==> src/rtl/ob_table_drain.sv <==
// Order-book table drain: walks a best-first price table, removing quantity up to a limit price.
// Optional OB_TABLE_DRAIN_EARLY_EXIT_EN ends the scan early once nothing more can match.
package bcd_pkg;
  // Four BCD digits; BCD ordering matches unsigned binary ordering, so prices compare directly.
  typedef logic [15:0] price_t;
endpackage

package ob_pkg;
  typedef logic [7:0]  quantity_t;
  typedef logic [15:0] accum_quantity_t;
  typedef struct packed {
    bcd_pkg::price_t price;
    quantity_t       quantity;
  } table_t;
endpackage

module ob_table_drain #(
  parameter int N      = 16,
  parameter bit is_ask = 1'b1
) (
  input  logic                                clk,
  input  logic                                rst,
  input  logic                                cmd_vld,
  input  bcd_pkg::price_t                     cmd_price,
  input  ob_pkg::accum_quantity_t             cmd_quantity,
  input  ob_pkg::table_t [N:0]                tbl_r,
  input  logic [N:0]                          tbl_vld_r,
  output logic                                tbl_wr_en,
  output logic [$clog2(N+1)-1:0]              tbl_wr_idx,
  output logic                                tbl_wr_inv,
  output ob_pkg::quantity_t                   tbl_wr_quantity,
  output logic                                fill_vld,
  output bcd_pkg::price_t                     fill_price,
  output ob_pkg::quantity_t                   fill_quantity,
  output logic                                rsp_vld,
  output ob_pkg::accum_quantity_t             rsp_filled,
  output ob_pkg::accum_quantity_t             rsp_remaining,
  output logic                                busy_w
);
  localparam int IW = $clog2(N+1);
  localparam int QW = $bits(ob_pkg::quantity_t);

  typedef enum logic [1:0] {IDLE, SCAN, DONE} state_t;

  state_t                  state_q, state_d;
  logic [IW-1:0]           idx_q, idx_d;
  ob_pkg::accum_quantity_t rem_q, rem_d;
  ob_pkg::accum_quantity_t filled_q, filled_d;
  bcd_pkg::price_t         price_q, price_d;
  logic                    rsp_vld_q, rsp_vld_d;
  ob_pkg::accum_quantity_t rsp_filled_q, rsp_filled_d;
  ob_pkg::accum_quantity_t rsp_remaining_q, rsp_remaining_d;
`ifdef OB_TABLE_DRAIN_EARLY_EXIT_EN
  logic                    stop_q, stop_d;
`endif

  ob_pkg::table_t          ent;
  ob_pkg::accum_quantity_t ent_qty;
  ob_pkg::accum_quantity_t ded;
  logic                    price_ok;
  logic                    exit_now;
  logic                    match;

  always_comb begin
    state_d         = state_q;
    idx_d           = idx_q;
    rem_d           = rem_q;
    filled_d        = filled_q;
    price_d         = price_q;
    tbl_wr_en       = 1'b0;
    tbl_wr_idx      = '0;
    tbl_wr_inv      = 1'b0;
    tbl_wr_quantity = '0;
    fill_vld        = 1'b0;
    fill_price      = '0;
    fill_quantity   = '0;

    ent      = tbl_r[idx_q];
    ent_qty  = ob_pkg::accum_quantity_t'(ent.quantity);
    price_ok = is_ask ? (price_q >= ent.price) : (price_q <= ent.price);
    ded      = (rem_q < ent_qty) ? rem_q : ent_qty;
`ifdef OB_TABLE_DRAIN_EARLY_EXIT_EN
    stop_d   = stop_q;
    // Exit is decided from registered status, so the exiting cycle examines nothing.
    exit_now = (rem_q == '0) | stop_q;
`else
    exit_now = 1'b0;
`endif
    match = (state_q == SCAN) & tbl_vld_r[idx_q] & price_ok & (rem_q != '0) & ~exit_now;

    case (state_q)
      IDLE: begin
        if (cmd_vld) begin
          price_d  = cmd_price;
          rem_d    = cmd_quantity;
          idx_d    = '0;
          filled_d = '0;
`ifdef OB_TABLE_DRAIN_EARLY_EXIT_EN
          stop_d   = 1'b0;
`endif
          state_d  = SCAN;
        end
      end
      SCAN: begin
        if (match) begin
          tbl_wr_en       = 1'b1;
          tbl_wr_idx      = idx_q;
          tbl_wr_inv      = (ded == ent_qty);
          tbl_wr_quantity = ent.quantity - ded[QW-1:0];
          fill_vld        = 1'b1;
          fill_price      = ent.price;
          fill_quantity   = ded[QW-1:0];
          rem_d           = rem_q - ded;
          filled_d        = filled_q + ded;
        end
`ifdef OB_TABLE_DRAIN_EARLY_EXIT_EN
        // Table is sorted best-first: a valid entry out of price means no later one can match.
        if (tbl_vld_r[idx_q] & ~price_ok)
          stop_d = 1'b1;
`endif
        idx_d = idx_q + IW'(1);
        if ((idx_q == IW'(N - 1)) || exit_now)
          state_d = DONE;
      end
      DONE:    state_d = IDLE;
      default: state_d = IDLE;
    endcase

    rsp_vld_d       = (state_d == DONE);
    rsp_filled_d    = rsp_vld_d ? filled_d : '0;
    rsp_remaining_d = rsp_vld_d ? rem_d : '0;
  end

  always_ff @(posedge clk) begin
    if (rst) begin
      state_q         <= IDLE;
      idx_q           <= '0;
      rem_q           <= '0;
      filled_q        <= '0;
      price_q         <= '0;
      rsp_vld_q       <= 1'b0;
      rsp_filled_q    <= '0;
      rsp_remaining_q <= '0;
`ifdef OB_TABLE_DRAIN_EARLY_EXIT_EN
      stop_q          <= 1'b0;
`endif
    end else begin
      state_q         <= state_d;
      idx_q           <= idx_d;
      rem_q           <= rem_d;
      filled_q        <= filled_d;
      price_q         <= price_d;
      rsp_vld_q       <= rsp_vld_d;
      rsp_filled_q    <= rsp_filled_d;
      rsp_remaining_q <= rsp_remaining_d;
`ifdef OB_TABLE_DRAIN_EARLY_EXIT_EN
      stop_q          <= stop_d;
`endif
    end
  end

  assign rsp_vld       = rsp_vld_q;
  assign rsp_filled    = rsp_filled_q;
  assign rsp_remaining = rsp_remaining_q;
  assign busy_w        = (state_q != IDLE);

endmodule

==> config.mk <==
export PLATFORM = sky130hd
export DESIGN_NAME = ob_table_drain
export DESIGN_NICKNAME = d
export VERILOG_FILES = /design/src/rtl/ob_table_drain.sv
export SDC_FILE = /design/constraint.sdc
export NUM_CORES = 1
export LEC_CHECK = 0
export CORE_AREA = 4 4 204 206
export DETAILED_ROUTE_END_ITERATION = 8
export DIE_AREA = 0 0 208 210
export HOLD_SLACK_MARGIN = 0.03
export PLACE_DENSITY = 0.59
export SETUP_SLACK_MARGIN = 0.4
export SLEW_MARGIN = 20
export SYNTH_ARGS = -nofsm -noshare
export SYNTH_HDL_FRONTEND = slang
export SYNTH_SLANG_ARGS = --single-unit
==> constraint.sdc <==
create_clock -name clk -period 15.2 [get_ports clk]
set_clock_uncertainty 0.1 [all_clocks]
set_input_delay 4.56 -clock clk [delete_from_list [all_inputs] [get_ports clk]]
set_output_delay 4.56 -clock clk [all_outputs]
set_load 0.005 [all_outputs]
# ---- Word-level counts from Yosys, hierarchy flattened
# Cells that the tools add are included.
dict set report op_classes {
  addsub 4
  n_lt_le_gt_ge 3
  eq_ne 5
  n_mux 28
  n_bitwise 4
  n_reduce_logical 7
}
# op count
set op_table {}
lappend op_table {{binary-select mux 24 bit (select 5 bit)} 1}
lappend op_table {{two-way mux 16 bit} 7}
lappend op_table {{one-hot mux 16 bit (2 select lines)} 2}
lappend op_table {{two-way mux 8 bit} 4}
lappend op_table {{two-way mux 24 bit} 1}
lappend op_table {{adder 16 bit} 1}
lappend op_table {{== test 16 x 8 -> 1 bit} 1}
lappend op_table {{>= comparator 16 bit} 1}
lappend op_table {{less-than comparator 16 x 8 -> 1 bit} 1}
lappend op_table {{nonzero test 16 bit} 1}
lappend op_table {{subtractor 16 bit} 1}
lappend op_table {{two-way mux 5 bit} 3}
lappend op_table {{one-hot mux 5 bit (2 select lines)} 1}
lappend op_table {{subtractor 8 bit} 1}
lappend op_table {{less-than comparator 5 x 6 -> 1 bit (second input constant)} 1}
lappend op_table {{adder 5 x 1 -> 5 bit (second input constant)} 1}
lappend op_table {{binary-select mux 1 bit (select 5 bit)} 1}
lappend op_table {{== test 5 x 4 -> 1 bit (second input constant)} 1}
lappend op_table {{two-way mux 1 bit} 5}
lappend op_table {{two-way mux 2 bit} 2}
lappend op_table {{one-hot mux 2 bit (2 select lines)} 1}
lappend op_table {{AND reduction 2 bit} 2}
lappend op_table {{nonzero test 2 bit} 2}
lappend op_table {{bitwise AND 1 bit} 3}
lappend op_table {{6 further kinds} 6}
dict set report totals {
  reg_bits 88
  elab_cells 59
}

# ---- Longest topological paths before layout
dict set report logic_depth {
  word_depth 7
  ltp_mapped 29
  depth_no_buf 25
}

# ---- Least setup slack after synthesis
# OpenSTA, ideal clock, no wires.
dict set report synth_path {
  path_kind {input to output}
  start {input port tbl_r[365] (netlist name)}
  end {output port tbl_wr_quantity[7]}
  arrival_time_ns 8.575
  required_ns 10.540
  path_slack_ns 1.965
  cell_stages 22
  cell_sequence {mux4_2 -> mux4_2 -> a22o_1 -> inv_1 -> ha_1 -> nand4_1 -> or2_2 -> a221o_1 -> nand2_1 -> nand3b_1 -> buf_2 -> nand2_1 -> o21ai_0 -> ha_1 -> nor2b_1 -> o21ai_0 -> nand2b_1 -> a21o_1 -> a21o_1 -> a31oi_1 -> xnor2_1 -> nor2_1}
}
dict set report synth_between {
  elab_chain_len 7
}
# item line
set synth_rtl {}
lappend synth_rtl {{start: declaration} 26} ;# input ob_pkg::table_t [N:0] tbl_r,
lappend synth_rtl {{binary-select mux 24 bit (select 5 bit) (*)} 78} ;# ent = tbl_r[idx_q];
lappend synth_rtl {{two-way mux 24 bit (not written as such) (*)} 78}
lappend synth_rtl {{less-than comparator 16 x 8 -> 1 bit} 81} ;# ded = (rem_q < ent_qty) ? rem_q : ent_qty;
lappend synth_rtl {{two-way mux 16 bit} 81}
lappend synth_rtl {{subtractor 8 bit (*)} 109} ;# tbl_wr_quantity = ent.quantity - ded[QW-1:0];
lappend synth_rtl {{two-way mux 8 bit (*)} 105} ;# if (match) begin
lappend synth_rtl {{two-way mux 8 bit (*)} 91} ;# case (state_q)
lappend synth_rtl {{end: declaration} 31} ;# output ob_pkg::quantity_t tbl_wr_quantity,
# Every way passes the cells marked *; elsewhere a longest branch is shown, timed or not. The select of a mux whose other input is x is not followed.

# ---- Worst setup path after layout
dict set report layout_path {
  start {input port tbl_r[338] (netlist name)}
  end {output port tbl_wr_quantity[7]}
}
# Same word-level chain as after synthesis.

==> results.rst <==
.. list-table::
   :header-rows: 1

   * - Metric
     - Value
   * - Result of the run
     - complete, no violations
   * - Combined global-route utilization of all metal layers
     - 0.2036
   * - Worst reg2reg setup slack
     - around 8 ns
   * - Capture endpoint of the worst hold path
     - price_q[0]
   * - Final HPWL from detailed placement
     - about 40,000 µm
   * - Total DRC errors in the routed layout
     - 0
   * - Vias in the first global route
     - approximately 10,000
   * - # nets final
     - roughly 1,800
   * - Remaining max-slew budget at the tightest pin
     - 0.2721
   * - Cell type contributing the most total cell area after synthesis
     - sky130_fd_sc_hd__mux4_2
   * - Maximum number of pins on one net before global-route repair
     - 59
   * - Internal Dissipation
     - around 0.64 mW
   * - Starting utilization of the core area
     - 0.2119
   * - Sort of element at the end of the critical path
     - output pin
   * - Setup repair after global routing missed its margin
     - no
   * - Count of buffers from port buffering
     - between 500 and 600
   * - Antenna violations before repair
     - 23
   * - Detailed-route vias per instance
     - between 4 and 5
   * - Clock latency of the later-clocked register in the worst-skew pair
     - approximately 0.34 ns
   * - Seq cells post-synth
     - around 90
   * - Number of placed I/O pins
     - 534
   * - Required time reported for the critical path endpoint
     - 10.54 ns
   * - Die Area
     - approximately 0.044 mm²
   * - Clock H-tree levels
     - 3
   * - Core area
     - ~0.04 mm²
   * - Fraction of final layout cells with drive strength greater than 1
     - 0.1403
   * - Hold path cells
     - 2
   * - FFs w/ async S/R, synth
     - 0
   * - Largest driver fanout on the critical path
     - 6
   * - Total area of sequential cells
     - between 0.0015 and 0.002 mm²
   * - Accumulated negative setup slack
     - 0 ns
   * - End of the worst register-to-register path
     - rsp_filled[15]
   * - Number of cells produced by synthesis
     - 811
   * - Time the final worst path needs with I/O delays and setup
     - 14.43 ns
   * - Classification of the worst-slack hold path
     - reg2reg
   * - Vertical die dimension
     - about 210 µm
   * - HP Start
     - price_q[0]
   * - Worst reg2reg path depth
     - 25
   * - Pre-CTS WS
     - 0.3160 ns
   * - Leakage
     - between 5 and 6 nW
   * - Router iterations before antenna repair
     - 5
   * - Clock tree from TritonCTS
     - built
   * - Clock slew at the register clock pins of the worst setup and hold paths
     - roughly 0.070 ns
   * - RR Startpoint
     - idx_q[0]
   * - Die X-Extent
     - 208 µm
   * - Minimum setup slack in the final design
     - 0.7703 ns
   * - Area overhead of the layout relative to synthesis
     - 74.86%
   * - Post-synth top area share
     - 0.3298
   * - Least-Margin Pin Slew
     - roughly 1.1 ns
   * - Area contributors post-synth
     - sky130_fd_sc_hd__mux4_2, sky130_fd_sc_hd__dfxtp_1, sky130_fd_sc_hd__ha_1
   * - Fill cell instance count of the final layout
     - 4,019
   * - Number of buffers added by the clock tree synthesis step
     - 9
   * - RD Place Congestion
     - between 1 and 1.5
   * - Switching part of the total
     - 0.3154
   * - Max Slew Vio Count
     - 0
   * - Number of max-cap violations
     - 0
   * - Count of synthesis-stage warnings from yosys
     - 0
   * - Power per Cell Area
     - around 64 mW/mm²
   * - Final wirelength
     - 47,100 µm
   * - Achievable clock frequency
     - 69.30 MHz
   * - Clock sinks
     - approximately 90
   * - Startpoint class of the critical path
     - input pin
   * - Detailed-route wire length per cell
     - ~25 µm
   * - Total grt overflow
     - 0
   * - Yosys cell types
     - 62
   * - Post-synth EDFFs
     - 0
   * - Initial detailed-routing violation count
     - between 600 and 700
   * - Arrival time worst endpoint
     - approximately 10 ns
   * - Number of failing setup endpoints in the final timing report
     - 0
   * - Number of endpoints with negative hold slack in the final report
     - 0
   * - Net switching power figure
     - between 0.2 and 0.3 mW
   * - Netlist area before placement
     - approximately 0.0084 mm²
   * - CTS Root Buffer Type
     - sky130_fd_sc_hd__clkbuf_16
   * - Crit share post-route
     - 0.9493
   * - Vias
     - roughly 9,300
   * - Antenna Nets Post-Route
     - 0
   * - Predominant post-synthesis flop cell
     - sky130_fd_sc_hd__dfxtp_1
   * - Sequential power share
     - 0.269
   * - Average instance area after synthesis
     - 10.36 µm²
   * - Portion of the post-synthesis area used by sequential elements
     - 0.2097
   * - Cell row count
     - 73
   * - Maximum vdd drop
     - between 0.04 and 0.05 mV
   * - Clock buffer depth
     - 2
   * - Combinational group share of total power
     - 0.461
   * - Share of total power in the clock network
     - 0.271
   * - Critical path class
     - in2out
   * - Global-route wire length before repair
     - between 60,000 and 70,000 µm
   * - Area of the multi-input gates
     - 0.006297 mm²
[logic make-up (layout without fill, tap and decap cells)]
family | after synthesis | after routing | share of synthesized area
DFF | 88 | 88 | 0.2097
other | 1 | 16 | 0.0004464
buffers and inverters | 91 | 600 | 0.04498
xor gates and xnor gates | 23 | 23 | 0.02398
muxes | 136 | 136 | 0.3457
adders and majority gates | 61 | 61 | 0.09354
and+or+nand+nor | 233 | 233 | 0.1309
AOI/OAI and AO/OA | 178 | 178 | 0.1507
[worst max path at each step]
stage,from,cells after the start,slack [ns],endpoint
floorplan,tbl_r[365],22,1.97,tbl_wr_quantity[7]
global placement,tbl_r[338],22,0.42,tbl_wr_quantity[7]
detailed placement,tbl_r[98],22,0.32,tbl_wr_quantity[6]
CTS,tbl_r[98],22,0.50,tbl_wr_quantity[7]
global route,tbl_r[292],24,0.46,tbl_wr_quantity[7]
finish,tbl_r[338],23,0.77,tbl_wr_quantity[7]
[through the flow]
step	total power, mW	instances	cell area (µm²)	hold WS, ns	util
after floorplan	0.4780	817	8423	0.3363	-
after global placement	0.6790	1830	14280	0.3468	0.3603
after detailed placement	0.6818	1830	14280	0.3517	0.3603
after CTS	0.9363	1846	14620	0.3615	0.3688
after global routing	0.9890	1857	14680	0.3813	0.3704
final	0.9338	1860	14690	0.3640	0.3706
[cells in the final DEF (no fill, tap or decap), types with 15 or more instances in the layout]
cell type / n
sky130_fd_sc_hd__a22oi_1: 23
sky130_fd_sc_hd__buf_4: 22
sky130_fd_sc_hd__o21ai_0: 15
sky130_fd_sc_hd__dfxtp_1: 84
sky130_fd_sc_hd__a21oi_1: 46
sky130_fd_sc_hd__inv_1: 28
sky130_fd_sc_hd__nand2_1: 59
sky130_fd_sc_hd__ha_1: 58
sky130_fd_sc_hd__nor2_1: 88
sky130_fd_sc_hd__a22o_1: 29
sky130_fd_sc_hd__mux4_2: 123
sky130_fd_sc_hd__clkdlybuf4s50_1: 532
[synthesized netlist by cell type, drive strengths merged, types with 4 or more instances]
cell type	n
mux4	123
nand3	9
xnor2	14
nand4	7
a22o	29
and3	10
or2	5
nand2b	7
nor2b	12
nor3	13
o211ai	4
a222oi	8
a21oi	46
nor4	7
buf	31
a211oi	6
mux2i	10
a22oi	24
inv	29
nand2	60
nor2	91
a21o	13
ha	58
clkbuf	31
dfxtp	88
xor2	9
o21ai	17
a31oi	9
[registers in the layout, summed over array words and instances, names as in the netlist]
name / flops
rsp_vld: 1
filled_q: 16
rsp_remaining: 16
rem_q: 16
rsp_filled: 16
idx_q: 5
state_q: 2
price_q: 16
[worst max-delay path, cell delays in order]
cell,delay (ns)
sky130_fd_sc_hd__clkdlybuf4s50_1,0.45
sky130_fd_sc_hd__mux4_2,0.48
sky130_fd_sc_hd__mux4_2,0.48
sky130_fd_sc_hd__a22o_1,0.22
sky130_fd_sc_hd__inv_1,0.08
sky130_fd_sc_hd__ha_1,0.24
sky130_fd_sc_hd__a21o_1,0.16
sky130_fd_sc_hd__a21oi_1,0.14
sky130_fd_sc_hd__o22a_1,0.16
sky130_fd_sc_hd__nand2_1,0.04
sky130_fd_sc_hd__nand3b_1,0.25
sky130_fd_sc_hd__buf_4,0.23
sky130_fd_sc_hd__buf_4,0.15
sky130_fd_sc_hd__o21ai_0,0.30
sky130_fd_sc_hd__ha_1,0.33
sky130_fd_sc_hd__o21ai_0,0.10
sky130_fd_sc_hd__nand2b_1,0.11
sky130_fd_sc_hd__a21o_1,0.18
sky130_fd_sc_hd__a21o_1,0.19
sky130_fd_sc_hd__a31oi_1,0.21
sky130_fd_sc_hd__xnor2_1,0.09
sky130_fd_sc_hd__nor2_1,0.11
sky130_fd_sc_hd__clkdlybuf4s50_1,0.52
[area by class of cell]
type	count	share of cell area
Antenna cell	9	0.001533
Clock buffer	10	0.01627
Clock inverter	6	0.006644
Inverter	29	0.007411
Multi-Input combinational cell	638	0.4287
Sequential cell	88	0.1206
Tap cell	525	0.04472
Timing Repair Buffer	555	0.3741
[what timing repair did]
item,4_1_cts,5_1_grt
setup endpoints to repair,2,4
buffers inserted,0,5
hold buffers,0,0
resized for setup,1,2
[per-layer routing]
layer | up-vias | GRT usage | wire length [µm] | share of wire
li1 | 4215 | - | - | -
met1 | 4553 | 0.2677 | 19550 | 0.42
met2 | 445 | 0.3501 | 23160 | 0.49
met3 | 48 | 0.04316 | 3499 | 0.074
met4 | 8 | 0.03986 | 838 | 0.018
met5 | - | 0 | 49 | 0.0010
[power groups by stage]
stage	logic, mW	clock network, mW	registers [mW]
2_1_floorplan	0.229	0	0.249
3_3_place_gp	0.423	0	0.256
3_5_place_dp	0.425	0	0.256
4_1_cts	0.428	0.257	0.251
5_1_grt	0.469	0.267	0.253
6_report	0.430	0.253	0.251
Power figures use the tool's default switching activity.
